`config.mk`:
```
export PLATFORM = sky130hd
export DESIGN_NAME = seq_detect_param_flat
export DESIGN_NICKNAME = d
export VERILOG_FILES = /design/src/rtl/seq_detect_param_if.sv /design/src/rtl/seq_detect_param.sv /design/src/flat_wrapper.sv
export SDC_FILE = /design/constraint.sdc
export NUM_CORES = 1
export LEC_CHECK = 0
export CAP_MARGIN = 20
export CORE_UTILIZATION = 50
export CTS_BUF_LIST = sky130_fd_sc_hd__clkbuf_4 sky130_fd_sc_hd__clkbuf_8 sky130_fd_sc_hd__clkbuf_16
export DETAILED_ROUTE_END_ITERATION = 8
export PLACE_DENSITY = 0.81
export SLEW_MARGIN = 25
export SYNTH_ARGS = -nofsm -noshare
export SYNTH_HDL_FRONTEND = slang
export SYNTH_SLANG_ARGS = --single-unit
```
`constraint.sdc`:
```
create_clock -name clk -period 2.5 [get_ports clk]
set_clock_uncertainty 0.1 [all_clocks]
set_input_delay 0.25 -clock clk [delete_from_list [all_inputs] [get_ports clk]]
set_output_delay 0.25 -clock clk [all_outputs]
set_load 0.05 [all_outputs]
```
`src/rtl/seq_detect_param_if.sv`:
```
// Serial detector bus: input bit stream with enable/rearm, detector outputs back.
interface seq_detect_param_if #(
  parameter int CNT_W = 8
);
  logic             en;
  logic             X;
  logic             rearm;
  logic             Z;
  logic             locked;
  logic             lock_val;
  logic [CNT_W-1:0] match_count;

  modport master (output en, X, rearm, input Z, locked, lock_val, match_count);
  modport slave  (input en, X, rearm, output Z, locked, lock_val, match_count);
endinterface

```
`src/rtl/seq_detect_param.sv`:
```
// Parametrised serial pattern detector with saturating match counter.
// Define SEQDET_LOCK_EN to build the run-length lockout (run counters, lock flag/value).
module seq_detect_param #(
  parameter int               PAT_W   = 3,
  parameter logic [PAT_W-1:0] PATTERN = 3'b101,
  parameter bit               OVERLAP = 1'b1,
  parameter int               RUN_LEN = 3,
  parameter int               CNT_W   = 8
) (
  input logic               clk,
  input logic               reset,
  seq_detect_param_if.slave bus
);

  if (PAT_W < 2 || RUN_LEN < 2) begin : g_param_chk
    $error("seq_detect_param: PAT_W and RUN_LEN must be at least 2");
  end

  localparam int             FW   = $clog2(PAT_W + 1);
  localparam logic [FW-1:0]  FULL = FW'(PAT_W);

  logic [PAT_W-1:0] hist_q, hist_d, hist_nx;
  logic [FW-1:0]    fill_q, fill_d, fill_nx;
  logic [CNT_W-1:0] cnt_q, cnt_d;
  logic             z_q, z_d;
  logic             hit;

`ifdef SEQDET_LOCK_EN
  localparam int            RW   = $clog2(RUN_LEN + 1);
  localparam logic [RW-1:0] RMAX = RW'(RUN_LEN);

  logic [RW-1:0] ones_q, ones_d, zeros_q, zeros_d;
  logic          lock_q, lock_d, lv_q, lv_d;
`endif

  // Match is judged on the history as it will be after this bit is shifted in.
  assign hist_nx = {hist_q[PAT_W-2:0], bus.X};
  assign fill_nx = (fill_q == FULL) ? fill_q : fill_q + 1'b1;
  assign hit     = (hist_nx == PATTERN) && (fill_nx == FULL);

  always_comb begin
    hist_d = hist_q;
    fill_d = fill_q;
    cnt_d  = cnt_q;
    z_d    = 1'b0;
`ifdef SEQDET_LOCK_EN
    ones_d  = ones_q;
    zeros_d = zeros_q;
    lock_d  = lock_q;
    lv_d    = lv_q;
`endif
    if (bus.rearm) begin
      hist_d = '0;
      fill_d = '0;
`ifdef SEQDET_LOCK_EN
      ones_d  = '0;
      zeros_d = '0;
      lock_d  = 1'b0;
      lv_d    = 1'b0;
`endif
`ifdef SEQDET_LOCK_EN
    end else if (lock_q) begin
      z_d = lv_q;
`endif
    end else if (bus.en) begin
      hist_d = hist_nx;
      fill_d = (hit && !OVERLAP) ? '0 : fill_nx;
      if (hit) begin
        z_d = 1'b1;
        if (cnt_q != '1) cnt_d = cnt_q + 1'b1;
      end
`ifdef SEQDET_LOCK_EN
      if (bus.X) begin
        ones_d  = (ones_q == RMAX) ? ones_q : ones_q + 1'b1;
        zeros_d = '0;
      end else begin
        zeros_d = (zeros_q == RMAX) ? zeros_q : zeros_q + 1'b1;
        ones_d  = '0;
      end
      // Lock overrides the match pulse, but the match above is still counted.
      if (ones_d == RMAX || zeros_d == RMAX) begin
        lock_d = 1'b1;
        lv_d   = bus.X;
        z_d    = bus.X;
      end
`endif
    end
  end

  always_ff @(posedge clk) begin
    if (reset) begin
      hist_q <= '0;
      fill_q <= '0;
      cnt_q  <= '0;
      z_q    <= 1'b0;
`ifdef SEQDET_LOCK_EN
      ones_q  <= '0;
      zeros_q <= '0;
      lock_q  <= 1'b0;
      lv_q    <= 1'b0;
`endif
    end else begin
      hist_q <= hist_d;
      fill_q <= fill_d;
      cnt_q  <= cnt_d;
      z_q    <= z_d;
`ifdef SEQDET_LOCK_EN
      ones_q  <= ones_d;
      zeros_q <= zeros_d;
      lock_q  <= lock_d;
      lv_q    <= lv_d;
`endif
    end
  end

  assign bus.Z           = z_q;
  assign bus.match_count = cnt_q;
`ifdef SEQDET_LOCK_EN
  assign bus.locked   = lock_q;
  assign bus.lock_val = lv_q;
`else
  assign bus.locked   = 1'b0;
  assign bus.lock_val = 1'b0;
`endif

endmodule

```
`src/flat_wrapper.sv`:
```
// flat-port wrapper written by rule: the top's interface ports become plain ports
module seq_detect_param_flat 
#(
  parameter int               PAT_W   = 3,
  parameter logic [PAT_W-1:0] PATTERN = 3'b101,
  parameter bit               OVERLAP = 1'b1,
  parameter int               RUN_LEN = 3,
  parameter int               CNT_W   = 8
)
  (clk, reset, bus_en, bus_X, bus_rearm, bus_Z, bus_locked, bus_lock_val, bus_match_count);
  seq_detect_param_if #(.CNT_W(CNT_W)) bus_i ();
  input logic clk;
  input logic reset;
  input wire logic [$bits(bus_i.en)-1:0] bus_en;
  input wire logic [$bits(bus_i.X)-1:0] bus_X;
  input wire logic [$bits(bus_i.rearm)-1:0] bus_rearm;
  output wire logic [$bits(bus_i.Z)-1:0] bus_Z;
  output wire logic [$bits(bus_i.locked)-1:0] bus_locked;
  output wire logic [$bits(bus_i.lock_val)-1:0] bus_lock_val;
  output wire logic [$bits(bus_i.match_count)-1:0] bus_match_count;
  assign bus_i.en = bus_en;
  assign bus_i.X = bus_X;
  assign bus_i.rearm = bus_rearm;
  assign bus_Z = bus_i.Z;
  assign bus_locked = bus_i.locked;
  assign bus_lock_val = bus_i.lock_val;
  assign bus_match_count = bus_i.match_count;
  seq_detect_param #(.PAT_W(PAT_W), .PATTERN(PATTERN), .OVERLAP(OVERLAP), .RUN_LEN(RUN_LEN), .CNT_W(CNT_W)) u_core (.clk(clk), .reset(reset), .bus(bus_i));
endmodule
```
==> flow_summary.toml, run 1 <==
[run_status]
status = "finished, final reports clean"

[detailed_routing]
drt_wl_total_um = 1382
routed-wl-met3_um = 61
vias_per_cell = 5.863
drc = 0
wl_met2_um = 702
via_count = 557
firstDrtPassIters = 4
first_iter_violations = 16
wire_per_inst_um = 14.55
wl_met1_um = 607
routed.top_layer = "met4"
postRouteAntennaNets = 0

[logic_synthesis]
synthFlopType = "dfxtp_1"
seq_area_frac_synth_pct = 39.69
synthTopCellsByArea = "dfxtp_1, mux2i_1, nor3_1"
ys_ff_latch = 13
yosys.area.top_type = "dfxtp_1"
synth_area_per_cell_um2 = 9.786
ys_warn_count = 0
synth_cell_type_count = 31
synth_common_cells = "dfxtp_1, nor3_1, nand2_1, nor2_1, mux2i_1"
synth_most_common_cell = "dfxtp_1"
syn-cell-area_um2 = 655.6
async_flop_share_pct = 0
synth_edf_count = 0
synth_top_area_share_pct = 39.69
syn-instance-count = 67

[critical_path]
cp_top_family = "simple AND/OR/NAND/NOR gates"
cpPeakStageDelay_ns = 0.63
worstSetupPathType = "input port to register"
end_kind = "register"
path_cells = "clkdlybuf4s50_1 -> nand4b_4 -> or3_1 -> o311ai_4 -> o41ai_2"
setup.worst_path.start_class = "input port"
cp.arrival_ns = 2.03
cp.required_ns = 2.54
cp_max_fo = 6
worst_path_max_delay_cell = "clkdlybuf4s50_1"
path_buf_inv = 1

[global_routing]
grt_max_degree = 15
grt_pass1_wl_um = 2208
grt_usage_pct = 21.84
antenna_found_initial = 0
grt.overflow.total = 0
grt_pass1_vias = 494

[sta]
whs_ns = 0.4350
period_needed_ns = 1.988
fmax_mhz = 503.1
setup_tns_ns = 0
worstMarginPinSlew_ns = 0.5128
drv_slew = 0
relSlewSlack_pct = 65.71
grt_setup_unrepaired = "no"
period_share_pct = 79.51
setup_viol = 0
hold_viol = 0
setup_slack_ns = 0.5121

[floorplan]
ios = 16
core_area_um2 = 1156
die_width_um = 38.21
start_util_pct = 56.71
dieArea_um2 = 1460
die_y_um = 38.21
rows = 12

[min_path]
holdCritPathClass = "register to register"

[layout]
diodes = 0
layout.nets = 88
fillers = 96
drive_gt1_share_pct = 12.35
final_util_pct = 69.48
area_growth_syn_to_layout_pct = 22.52

[place]
port_buffers = 13
dp_hpwl_um = 993.4
dp_slack_ns = 0.2701
place_congestion = 0.8619

[clock_network]
numCtsBuffers = 3
worst_setup_hold_path_clk_slew_ns = 0.08
cts_hold_buf = 0
cts_resized = 0
cts_setup_buffers = 0
cts_buffer_depth = 2
cts_sinks = 13
clkLatencyLatePin_ns = 0.26
htreeDepth = 1
clockRootBuffer = "clkbuf_4"
cts_tree = "yes"

[power_and_ir_drop]
power_density_nw_per_um2 = 462.4
leakagePower_uw = 0.0003035
peakVddDrop_mv = 0.2600

[run]
maxCapViolCount = 0
[layer usage]
metal	GRT usage, %	vias up
met3	3.488	2
met2	36.86	21
met4	10.71	0
li1	-	272
met5	0	-
met1	26.55	262
[registers in the layout, indices dropped and copies added, names as in the netlist]
name and count:
u_core.bus.Z 1, u_core.bus.match_count 8, u_core.fill_q 2, u_core.hist_q 2
[area by class of cell]
cell class | instances | area, um^2 | share of cell area, %
clock buffer | 4 | 30.03 | 3.738
inverter | 2 | 7.507 | 0.9346
multi-input combinational | 48 | 350.3 | 43.61
sequential | 13 | 260.3 | 32.40
tap | 14 | 17.52 | 2.181
timing repair buffer | 14 | 137.6 | 17.13
[placed cells by master (no fill, tap or decap), types with 2 or more instances in the layout]
cell and instances:
clkbuf_4 4, dfxtp_1 13, nand3_1 2, nor2_1 5
a211oi_1 2, conb_1 2, a21oi_1 2, nor3_1 6
o21ai_0 2, nand2_1 5, clkdlybuf4s50_1 13, mux2i_1 4
nor4_1 2, inv_1 2
[worst paths after layout]
check / start / depth (start not counted) / slack (ns) / to
setup / recovery: bus_en / 5 / 0.51 / u_core.bus.match_count[5]
hold / removal: u_core.bus.match_count[1] / 2 / 0.44 / u_core.bus.match_count[1]
setup reg to reg: u_core.bus.match_count[0] / 6 / 0.55 / u_core.bus.match_count[2]
hold reg to reg: u_core.bus.match_count[1] / 2 / 0.44 / u_core.bus.match_count[1]
[worst min-delay path, stage by stage (launching register included)]
cell     delay [ns]
dfxtp_1        0.34
nand2_1        0.07
mux2i_1        0.07
[cell families after synthesis]
logic type,after synthesis,synth area share [%]
simple gates,27,23.29
compound gates,13,19.28
flops,13,39.69
buf+inv,7,7.442
mux,5,7.825
fa+ha+maj,1,1.908
other cells,1,0.5720
[report_power, final]
group | switching [uW] | internal [uW]
logic | 17.4 | 9.14
registers | 1.36 | 209
clock network | 62.6 | 72.4
[stage by stage]
| step | std cells | instance area, um^2 | power, uW |
|---|---|---|---|
| floorplan | 68 | 659.4 | 235.5 |
| global placement | 91 | 773.2 | 241.0 |
| detailed placement | 91 | 773.2 | 241.3 |
| CTS | 95 | 803.3 | 376.0 |
| global route | 95 | 803.3 | 393.7 |
| finish | 95 | 803.3 | 371.4 |
Power figures use the tool's default switching activity.
==> run 2: changes to the inputs <==
--- a/config.mk
+++ b/config.mk
@@ -6,10 +6,10 @@
 export NUM_CORES = 1
 export LEC_CHECK = 0
 export CAP_MARGIN = 20
-export CORE_UTILIZATION = 50
+export CORE_UTILIZATION = 42
 export CTS_BUF_LIST = sky130_fd_sc_hd__clkbuf_4 sky130_fd_sc_hd__clkbuf_8 sky130_fd_sc_hd__clkbuf_16
 export DETAILED_ROUTE_END_ITERATION = 8
-export PLACE_DENSITY = 0.81
+export PLACE_DENSITY = 0.72
 export SLEW_MARGIN = 25
 export SYNTH_ARGS = -nofsm -noshare
 export SYNTH_HDL_FRONTEND = slang
==> constraint.sdc (replaced) <==
create_clock -name clk -period 1.7 [get_ports clk]
set_clock_uncertainty 0.1 [all_clocks]
set_input_delay 0.17 -clock clk [delete_from_list [all_inputs] [get_ports clk]]
set_output_delay 0.17 -clock clk [all_outputs]
set_load 0.05 [all_outputs]
==> flow_summary.toml, run 2 (synthesis results as in run 1) <==
[run_status]
status = "finished, final reports clean"

[critical_path]
cp.arrival_ns = 1.72
cp.required_ns = 1.76
end_kind = "register"
cp_max_fo = 5
worstSetupPathType = "input port to register"
setup.worst_path.start_class = "input port"

[power_and_ir_drop]
power_density_nw_per_um2 = 634.7
peakVddDrop_mv = 0.5125
leakagePower_uw = 0.0003783

[global_routing]
antenna_found_initial = 0
grt.overflow.total = 0
grt_max_degree = 12
grt_pass1_wl_um = 2449
grt_usage_pct = 18.95
grt_pass1_vias = 553

[clock_network]
worst_setup_hold_path_clk_slew_ns = 0.08
cts_sinks = 13
cts_buffer_depth = 2
htreeDepth = 1
cts_hold_buf = 0
numCtsBuffers = 3
clkLatencyLatePin_ns = 0.28
clockRootBuffer = "clkbuf_4"
cts_tree = "yes"

[detailed_routing]
wire_per_inst_um = 13.68
via_count = 599
postRouteAntennaNets = 0
vias_per_cell = 5.598
first_iter_violations = 10
drc = 0
drt_wl_total_um = 1464
firstDrtPassIters = 4

[layout]
stdcell_count = 107
final_common_cell = "buf_4"
diodes = 0
layout.nets = 99
drive_gt1_share_pct = 40.22
area_growth_syn_to_layout_pct = 35.69
design_area_um2 = 889.6
largest_reg_flops = 8
mostFrequentLayoutCells = "buf_4, dfxtp_1, nor3_1"

[floorplan]
start_util_pct = 47.42
die_width_um = 41.51
rows = 13
die_y_um = 41.51
core_area_um2 = 1383
ios = 16
dieArea_um2 = 1723

[run]
maxCapViolCount = 0

[sta]
setup_viol = 0
drv_slew = 0
grt_setup_unrepaired = "no"
fmax_mhz = 604.5
setup_slack_ns = 0.04581
period_share_pct = 97.31
setup_tns_ns = 0
hold_viol = 0
period_needed_ns = 1.654

[place]
port_buffers = 13
place_congestion = 0.8314
dp_slack_ns = -0.2512
dpl_cell_area_um2 = 840.8
dp_cells = 102
dp_hpwl_um = 1071

[min_path]
holdCritPathClass = "register to register"
==> run 2: changes by cell type in the layout (fill, tap and decap cells not counted), moves of 2 or more <==
cell	change
buf_4	+20
dfxtp_4	+2
dfxtp_2	+3
clkdlybuf4s50_1	-9
dfxtp_1	-5
==> run 2: metrics by stage <==
step / utilization, % / power (uW) / hold slack, ns
finish: 64.34 / 564.6 / 0.3912
global route: 64.34 / 596.5 / 0.4052
detailed placement: 60.81 / 360.7 / 0.3818
global placement: 60.81 / 360.0 / 0.3810
floorplan: - / 343.0 / 0.1485
CTS: 63.35 / 573.6 / 0.3956
==> run 2: final timing paths <==
kind                                                   to  depth (start not counted)  slack (ns)                      start
worst max-delay path            u_core.bus.match_count[5]                          5        0.05                     bus_en
worst max register to register  u_core.bus.match_count[5]                          4        0.07           u_core.fill_q[1]
worst min register to register  u_core.bus.match_count[1]                          2        0.39  u_core.bus.match_count[1]
worst min-delay path            u_core.bus.match_count[1]                          2        0.39  u_core.bus.match_count[1]
==> run 2: worst max-delay path, cell delays in order <==
cell             delay (ns)
clkdlybuf4s50_1        0.53
nand4b_4               0.11
or3_1                  0.49
o311ai_4               0.31
o41ai_2                0.10
==> run 2: what timing repair did <==
| action | in CTS | in global routing |
|---|---|---|
| pin swaps | 0 | 1 |
| setup buffers | 0 | 1 |
| cloned | 0 | 0 |
| gates resized for setup | 1 | 1 |
| setup endpoints to repair | 1 | 2 |
| endpoints found under the hold margin | 0 | 0 |
==> run 2: power by group <==
| group | switching (uW) | leakage (uW) | internal [uW] | total (uW) |
|---|---|---|---|---|
| clock | 104 | 0.0000184 | 107 | 211 |
| sequential | 1.95 | 0.000108 | 303 | 305 |
| combinational | 27.6 | 0.000252 | 20.7 | 48.3 |
| total | 133 | 0.000378 | 431 | 565 |
==> run 2: final cells by class <==
| type | instances | area (um^2) |
|---|---|---|
| well taps | 15 | 18.77 |
| flip-flops and latches | 13 | 271.5 |
| repair buffers | 25 | 197.7 |
| inverters | 2 | 7.507 |
| fillers | 122 | 493.0 |
| clock buffers | 4 | 30.03 |
| multi-input cells | 48 | 364.1 |
==> run 2: per-layer routing <==
layer | track usage (%) | routed length, um | part of all wire [%] | vias to the layer above
li1 | - | - | - | 299
met1 | 21.98 | 681 | 47 | 277
met2 | 30.63 | 696 | 48 | 19
met3 | 6.522 | 70 | 4.8 | 4
met4 | 9.677 | 15 | 1.0 | 0
met5 | 0 | 0 | 0 | -
==> run 3: changes to the inputs <==
--- a/config.mk
+++ b/config.mk
@@ -6,10 +6,9 @@
 export NUM_CORES = 1
 export LEC_CHECK = 0
 export CAP_MARGIN = 20
-export CORE_UTILIZATION = 42
+export CORE_UTILIZATION = 35
 export CTS_BUF_LIST = sky130_fd_sc_hd__clkbuf_4 sky130_fd_sc_hd__clkbuf_8 sky130_fd_sc_hd__clkbuf_16
 export DETAILED_ROUTE_END_ITERATION = 8
-export PLACE_DENSITY = 0.72
 export SLEW_MARGIN = 25
 export SYNTH_ARGS = -nofsm -noshare
 export SYNTH_HDL_FRONTEND = slang
==> flow_summary.toml, run 3 (synthesis results as in run 1) <==
[run_status]
status = "finished, final reports clean"

[global_routing]
grt_pass1_wl_um = 2380
grt_pass1_vias = 540
antenna_found_initial = 0
grt.overflow.total = 0
grt_usage_pct = 16.43
grt_max_degree = 9

[layout]
final_util_pct = 50.47
diodes = 0
drive_gt1_share_pct = 38.89
layout.nets = 97
area_growth_syn_to_layout_pct = 34.35
final_common_cell = "buf_4"
stdcell_count = 115
mostFrequentLayoutCells = "buf_4, dfxtp_1, nor3_1"
largest_reg_flops = 8

[sta]
setup_slack_ns = 0.1151
period_share_pct = 93.23
grt_setup_unrepaired = "no"
whs_ns = 0.3977
fmax_mhz = 630.9
setup_tns_ns = 0
period_needed_ns = 1.585
setup_viol = 0
drv_slew = 0
hold_viol = 0

[clock_network]
cts_setup_buffers = 0
numCtsBuffers = 3
cts_buffer_depth = 2
htreeDepth = 1
cts_resized = 0
clockRootBuffer = "clkbuf_4"
cts_sinks = 13
worst_setup_hold_path_clk_slew_ns = 0.08
cts_hold_buf = 0
clkLatencyLatePin_ns = 0.27
cts_tree = "yes"

[detailed_routing]
via_count = 578
vias_per_cell = 5.026
firstDrtPassIters = 4
drt_wl_total_um = 1385
wire_per_inst_um = 12.04
first_iter_violations = 15
postRouteAntennaNets = 0
drc = 0

[min_path]
min-delay-start = "u_core.bus.match_count[1]"
hold-path-endpoint = "u_core.bus.match_count[1]"
holdCritPathClass = "register to register"
min_path_cells = 2

[critical_path]
r2r_cells = 5
worstSetupPathType = "input port to register"
cp.arrival_ns = 1.65
cp.required_ns = 1.77
rrSetupSlack_ns = 0.13
rr_startpoint = "u_core.bus.match_count[0]"
reg2reg_to = "u_core.bus.match_count[0]"
end_kind = "register"
cp_max_fo = 3
setup.worst_path.start_class = "input port"

[floorplan]
dieArea_um2 = 2050
die_width_um = 45.28
core_area_um2 = 1745
ios = 16
start_util_pct = 37.56
die_y_um = 45.28
rows = 15

[power_and_ir_drop]
peakVddDrop_mv = 0.2943
power_density_nw_per_um2 = 638.6
leakagePower_uw = 0.0003685

[place]
dp_hpwl_um = 1063
dp_cells = 111
dp_slack_ns = -0.2483
port_buffers = 13
place_congestion = 0.8073

[run]
maxCapViolCount = 0
## run 3: cell count changes in the layout (fill, tap and decap cells not counted), sizes merged
cell  delta
buf      -2
## run 3: layer usage
layer / part of all wire (%) / vias up / GRT usage [%]
met3: 6.9 / 2 / 4.400
met5: 0 / - / 0
li1: - / 293 / -
met2: 45 / 20 / 21.74
met1: 47 / 263 / 23.66
met4: 1.1 / 0 / 9.091
## run 3: cell type report
class,instances,area [um^2]
clock buffer,4,30.03
fill,171,864.6
inverter,2,7.507
multi-input combinational,48,357.8
sequential,13,271.5
tap,25,31.28
timing repair buffer,23,182.7
## run 3: how the worst max path moves through the flow
stage / startpoint / endpoint / slack, ns / cells past startpoint
6_report: bus_en / u_core.bus.match_count[0] / 0.12 / 5
5_1_grt: u_core.bus.match_count[0] / u_core.bus.match_count[0] / 0.05 / 5
4_1_cts: bus_en / u_core.bus.match_count[5] / 0.04 / 5
3_5_place_dp: bus_en / u_core.bus.match_count[5] / -0.25 / 5
3_3_place_gp: bus_en / u_core.bus.match_count[5] / -0.23 / 5
2_1_floorplan: u_core.bus.match_count[6] / u_core.bus.match_count[0] / -0.04 / 4
## run 3: worst max-delay path, stage by stage
cell and delay (ns):
clkdlybuf4s50_1 0.52, nand4b_4 0.11, or2_1 0.26, a31oi_1 0.22, mux2_2 0.36
## run 3: through the flow
step / power, uW / instance area, um^2
after detailed placement: 360.9 / 845.8
final: 562.5 / 880.8
after floorplan: 343.0 / 673.1
after global routing: 589.4 / 880.8
after CTS: 567.9 / 875.8
after global placement: 360.7 / 845.8
## run 3: where the power goes
part / leakage [uW] / internal, uW / switching [uW]
clock network: 0.0000184 / 107 / 101
logic: 0.000242 / 20.8 / 28.1
registers: 0.000108 / 303 / 1.90
total: 0.000369 / 431 / 131
